File: src/rtl/icache_pkg.sv
// icache_pkg: shared state encoding, word geometry and line type for the instruction cache.
package icache_pkg;
  localparam int unsigned WORD_W         = 32;
  localparam int unsigned WORDS_PER_LINE = 4;

  typedef enum logic [1:0] {IDLE, MISS, RESP, DRAIN} icache_state_e;

  typedef logic [WORD_W*WORDS_PER_LINE-1:0] line_t;
endpackage

File: src/rtl/icache_line_store.sv
// icache_line_store: direct-mapped data/tag/valid arrays with combinational read,
// a single write port and a flush that clears only the valid bits.
module icache_line_store
  import icache_pkg::*;
#(
  parameter int unsigned LINES = 16,
  parameter int unsigned TAG_W = 4
) (
  input  logic                     clk,
  input  logic                     reset_n,
  input  logic [$clog2(LINES)-1:0] rd_idx,
  output line_t                    rd_line,
  output logic [TAG_W-1:0]         rd_tag,
  output logic                     rd_valid,
  input  logic                     wr_en,
  input  logic [$clog2(LINES)-1:0] wr_idx,
  input  logic [TAG_W-1:0]         wr_tag,
  input  line_t                    wr_data,
  input  logic                     wr_valid,
  input  logic                     flush
);
  line_t              data_q [LINES];
  logic [TAG_W-1:0]   tag_q  [LINES];
  logic [LINES-1:0]   valid_q;

  always_ff @(posedge clk) begin
    if (wr_en) begin
      data_q[wr_idx] <= wr_data;
      tag_q[wr_idx]  <= wr_tag;
    end
  end

  // Flush wins over a same-cycle write so a refill racing a flush stays invalid.
  always_ff @(posedge clk or negedge reset_n) begin
    if (!reset_n)   valid_q <= '0;
    else if (flush) valid_q <= '0;
    else if (wr_en) valid_q[wr_idx] <= wr_valid;
  end

  assign rd_line  = data_q[rd_idx];
  assign rd_tag   = tag_q[rd_idx];
  assign rd_valid = valid_q[rd_idx];
endmodule

File: src/rtl/icache_ctrl.sv
// icache_ctrl: direct-mapped instruction cache, one 128-bit line refill per miss.
// Define ICACHE_PERF_EN to add hit_cnt_out / miss_cnt_out performance counters.
module icache_ctrl
  import icache_pkg::*;
#(
  parameter int unsigned LINES      = 16,
  parameter int unsigned ADDR_W     = 12,
  parameter int unsigned LINE_W     = 128,
  parameter int unsigned MEM_ADDR_W = 8
) (
  input  logic                  clk,
  input  logic                  reset_n,
  input  logic                  fetch_req_in,
  input  logic [ADDR_W-1:0]     fetch_addr_in,
  input  logic                  fetch_flush_in,
  output logic [WORD_W-1:0]     fetch_instr_out,
  output logic                  fetch_valid_out,
  output logic                  mem_req_out,
  output logic [MEM_ADDR_W-1:0] mem_addr_out,
  input  logic [LINE_W-1:0]     mem_data_in,
  input  logic                  mem_comp_in
`ifdef ICACHE_PERF_EN
  ,
  output logic [31:0]           hit_cnt_out,
  output logic [31:0]           miss_cnt_out
`endif
);
  localparam int unsigned IDX_W = $clog2(LINES);
  localparam int unsigned TAG_W = ADDR_W - 4 - IDX_W;

  icache_state_e         state_q, state_d;
  logic                  valid_q, valid_d;
  logic [WORD_W-1:0]     instr_q, instr_d;
  logic                  mem_req_q, mem_req_d;
  logic [MEM_ADDR_W-1:0] maddr_q, maddr_d;
  logic                  flush_pend_q, flush_pend_d;

  logic [1:0]            word;
  logic [IDX_W-1:0]      idx;
  logic [TAG_W-1:0]      tag;
  line_t                 rd_line;
  logic [TAG_W-1:0]      rd_tag;
  logic                  rd_valid;
  logic                  hit;
  logic                  wr_en;
  logic                  wr_valid;
  logic                  unused_addr_lsb;

  assign word            = fetch_addr_in[3:2];
  assign idx             = fetch_addr_in[4 +: IDX_W];
  assign tag             = fetch_addr_in[ADDR_W-1:4+IDX_W];
  assign unused_addr_lsb = ^fetch_addr_in[1:0];
  assign hit             = rd_valid && (rd_tag == tag);

  icache_line_store #(
    .LINES (LINES),
    .TAG_W (TAG_W)
  ) u_store (
    .clk      (clk),
    .reset_n  (reset_n),
    .rd_idx   (idx),
    .rd_line  (rd_line),
    .rd_tag   (rd_tag),
    .rd_valid (rd_valid),
    .wr_en    (wr_en),
    .wr_idx   (idx),
    .wr_tag   (tag),
    .wr_data  (mem_data_in),
    .wr_valid (wr_valid),
    .flush    (fetch_flush_in)
  );

  always_ff @(posedge clk or negedge reset_n) begin
    if (!reset_n) begin
      state_q      <= DRAIN;
      valid_q      <= 1'b0;
      instr_q      <= '0;
      mem_req_q    <= 1'b0;
      maddr_q      <= '0;
      flush_pend_q <= 1'b0;
    end else begin
      state_q      <= state_d;
      valid_q      <= valid_d;
      instr_q      <= instr_d;
      mem_req_q    <= mem_req_d;
      maddr_q      <= maddr_d;
      flush_pend_q <= flush_pend_d;
    end
  end

  always_comb begin
    state_d      = state_q;
    valid_d      = 1'b0;
    instr_d      = instr_q;
    mem_req_d    = mem_req_q;
    maddr_d      = maddr_q;
    flush_pend_d = flush_pend_q;
    wr_en        = 1'b0;
    wr_valid     = 1'b0;
    unique case (state_q)
      IDLE: begin
        flush_pend_d = 1'b0;
        if (fetch_req_in) begin
          if (hit) begin
            instr_d = rd_line[32'(word)*WORD_W +: WORD_W];
            valid_d = 1'b1;
            state_d = RESP;
          end else begin
            mem_req_d = 1'b1;
            maddr_d   = MEM_ADDR_W'(fetch_addr_in[ADDR_W-1:4]);
            state_d   = MISS;
          end
        end
      end
      MISS: begin
        // A flush seen anywhere in the refill window leaves the refilled line invalid.
        if (fetch_flush_in) flush_pend_d = 1'b1;
        if (mem_comp_in) begin
          wr_en     = 1'b1;
          wr_valid  = !(fetch_flush_in || flush_pend_q);
          instr_d   = mem_data_in[32'(word)*WORD_W +: WORD_W];
          valid_d   = 1'b1;
          mem_req_d = 1'b0;
          state_d   = DRAIN;
        end
      end
      RESP:  state_d = IDLE;
      DRAIN: if (!mem_comp_in) state_d = IDLE;
      default: state_d = DRAIN;
    endcase
  end

  assign fetch_instr_out = instr_q;
  assign fetch_valid_out = valid_q;
  assign mem_req_out     = mem_req_q;
  assign mem_addr_out    = maddr_q;

`ifdef ICACHE_PERF_EN
  logic [31:0] hit_cnt_q, miss_cnt_q;
  logic        lookup;

  assign lookup = (state_q == IDLE) && fetch_req_in;

  always_ff @(posedge clk or negedge reset_n) begin
    if (!reset_n) begin
      hit_cnt_q  <= '0;
      miss_cnt_q <= '0;
    end else begin
      if (lookup && hit)  hit_cnt_q  <= hit_cnt_q + 32'd1;
      if (lookup && !hit) miss_cnt_q <= miss_cnt_q + 32'd1;
    end
  end

  assign hit_cnt_out  = hit_cnt_q;
  assign miss_cnt_out = miss_cnt_q;
`endif

  a_req_held_in_miss: assert property (
    @(posedge clk) disable iff (!reset_n) (state_q == MISS) |-> fetch_req_in
  );
endmodule
File: config.mk
export PLATFORM = sky130hd
export DESIGN_NAME = icache_ctrl
export DESIGN_NICKNAME = d
export VERILOG_FILES = /design/src/rtl/icache_pkg.sv /design/src/rtl/icache_line_store.sv /design/src/rtl/icache_ctrl.sv
export SDC_FILE = /design/constraint.sdc
export NUM_CORES = 2
export LEC_CHECK = 0
export CAP_MARGIN = 30
export CORE_AREA = 3 3 304 456
export DETAILED_ROUTE_END_ITERATION = 6
export DIE_AREA = 0 0 307 459
export PLACE_DENSITY_LB_ADDON = 0.3
export SYNTH_ARGS = -nofsm -noshare
export SYNTH_HDL_FRONTEND = slang
export SYNTH_SLANG_ARGS = --single-unit
File: constraint.sdc
create_clock -name clk -period 9.5 [get_ports clk]
set_input_delay 1.9 -clock clk [delete_from_list [all_inputs] [get_ports clk]]
set_output_delay 1.9 -clock clk [all_outputs]
set_load 0.02 [all_outputs]
==> out/metrics.cfg <==
[clock_tree]
cts_made_buffers=186
cts_setup_buffers=0
post_cts_resized=0
cts_root_buf=clkbuf_16
h-tree-depth=4
ctsHoldBuffers=0
cts_tree=done
cts.path.max_buffers=3
clk_latency_ns=0.83
cts.clk_slew.worst_paths_ns=0.07
clock-sinks=2173

[timing]
slew_headroom_pct=22.6
min_period_ns=5.67
setup_viol_count_final=0
period_share_pct=59.7
rsz0062_at_grt=no
skew_ns=0.0322
final-hold-violation-count=0
worst_pin_slew_ns=1.16
fmax_mhz=176
slew_viol_final=0
tns_ns=0

[floorplan]
fp.dieW_um=307
core_area_um2=135000
core.rowCount=165
start_util_pct=62.1
die_h_um=459
die_area_um2=141000
io_pins=187

[drt]
wl_per_cell_um=33.9
remaining_drc_errors=0
drtAntennaViolNets=0
initialDrtViolationCount=5290
drt_wl_total_mm=204
vias=42000
dr.pass1.iters=5
viasPerCell=6.99

[critical_path]
reg2reg_to=u_store.data_q[8][22]
end_kind=register
crit_path_start_kind=input pin
critical_path_required_ns=10.17
cp-startpoint=fetch_addr_in[5]
reg2reg_from=state_q[0]
critPathMaxFanout=103
regToRegSetupSlack_ns=4.93
worstSetupPathType=input pin to register
arrival_ns=6.35
r2r_cells=6

[synthesis]
synth_top_family_by_area=multiplexers
syn-instance-count=3856
netlist_area_um2=83700
synth-main-ff-cell=edfxtp_1
synthMuxAreaShare_pct=15.7
yosysTopAreaCell=edfxtp_1
synth_seq_area_share_pct=77.6
synth_top_cell_area_share_pct=75.8
synth_edf_count=2112
yosys.area_share.simple_pct=1.34
syn_nets=4001
synthXorXnorAreaFrac_pct=0.0314
yosys.area_share.adder_pct=0
syn_area_per_cell_um2=21.7
ys_seq_elements=2173
synth_warnings=0
synth.distinct_cells=45
synth_area_leaders=edfxtp_1 76%, mux4_2 14%, dfrtp_1 1.8%
async_reset_ff_share_pct=2.81
synth_compound_area_share_pct=3.75

[global_route]
antenna_found_initial=22
grt_pass1_wl_mm=297
grt_pass1_vias=42700
grt_util_all_layers_pct=29.5
grt_max_degree=120
grt_overflow=0

[final_layout]
drive_gt1_share_pct=21.8
area_delta_synth_final_pct=12.2
n_fill_cell=7898
nets=4225

[pwr]
power_per_cell_area_nw_per_um2=226
finalPower_uw=21200
peakVddDrop_mv=0.231
power.leakage_uw=0.0295

[placement]
dp_hpwl_mm=101
place.gp.congestion=0.789
io_buffers=184

[min_path]
whs_path_depth=1
min_to=mem_addr_out[4]
hold_path_startpoint=mem_addr_out[4]
hold_class=register to register

[job]
maxCapViolCount=0

[outcome]
status=complete, no violations

cell families (layout without fill, tap and decap cells):
family | count (synthesis) | count (layout)
buffers and inverters | 274 | 658
DFF | 2173 | 2173
other | 0 | 14
and+or+nand+nor | 249 | 249
AOI/OAI and AO/OA | 507 | 507
xor gates and xnor gates | 3 | 3
muxes | 650 | 650
critical path, cell delays in order:
cell and delay [ns]:
buf_8 0.53, buf_4 0.74, buf_4 0.81, mux4_2 0.42, mux2i_1 0.13, o21ai_0 0.09
a211oi_1 0.88, o21ai_0 0.23, o21ai_0 0.18, mux2i_1 0.11
power by group:
part	internal (uW)	switching, uW	total, uW
registers	10800	130	11000
logic	847	1790	2640
clock network	4220	3400	7630
layer usage:
| metal | vias up | routed length, um | global-route usage [%] |
|---|---|---|---|
| li1 | 16700 | - | - |
| met1 | 22200 | 74900 | 41.5 |
| met2 | 2638 | 98800 | 45.9 |
| met3 | 448 | 21000 | 6.49 |
| met4 | 14 | 9180 | 12.8 |
| met5 | - | 99 | 0 |
stage by stage:
step	worst slack (ns)	instance area, um^2	instances	utilization [%]	hold slack [ns]
2_1_floorplan	0.165	83700	3856	-	0.503
3_3_place_gp	3.12	87600	5632	65.0	0.473
3_5_place_dp	3.12	87600	5639	65.0	0.480
4_1_cts	3.86	93800	5987	69.5	0.496
5_1_grt	3.72	93900	5996	69.6	0.514
6_report	3.83	93900	6007	69.7	0.491
cell type report:
cell class / count / area [um^2] / share of cell area (%)
Clock inverter: 130 / 1300 / 1.38
Clock buffer: 218 / 4820 / 5.13
Multi-Input combinational cell: 1409 / 17600 / 18.8
Antenna cell: 14 / 35.0 / 0.0373
Inverter: 34 / 128 / 0.136
Timing Repair Buffer: 276 / 2850 / 3.03
Sequential cell: 2173 / 64900 / 69.2
Tap cell: 1753 / 2190 / 2.34
sequential cells by signal, indices dropped and copies added (netlist names):
signal	cells
flush_pend_q	1
fetch_valid_out	1
fetch_instr_out	32
state_q	2
u_store.data_q	2048
u_store.tag_q	64
u_store.valid_q	16
mem_req_out	1
mem_addr_out	8
worst max-delay path by stage:
stage | cells past startpoint | slack (ns) | to
2_1_floorplan | 9 | 0.16 | u_store.data_q[11][0]
3_3_place_gp | 10 | 3.12 | fetch_instr_out[19]
3_5_place_dp | 10 | 3.12 | fetch_instr_out[12]
4_1_cts | 10 | 3.86 | fetch_instr_out[29]
5_1_grt | 10 | 3.72 | fetch_instr_out[12]
6_report | 10 | 3.83 | fetch_instr_out[12]
synth_stat cells (all sizes together) (3+ instances only):
cell / number
mux2i: 108
o21ai: 134
o221ai: 3
and3: 3
clkbuf: 109
edfxtp: 2112
a2111oi: 5
nand2: 74
nand3: 63
buf: 131
mux2: 12
a21oi: 142
a22oi: 131
nor3: 17
a211oi: 55
inv: 34
o211ai: 30
nand2b: 5
mux4: 530
or3: 16
nor2: 61
dfrtp: 59
nor2b: 5
cells in the final DEF, fill, tap and decap left out, types with 74 or more instances in the layout:
cell type and instances:
o21ai_0 131, nand2_1 74, clkbuf_16 188, edfxtp_1 2112
mux4_2 524, a21oi_1 141, a22oi_1 131, mux2i_1 108
clkdlybuf4s50_1 178
No activity file was read; power rests on OpenSTA's default activity.
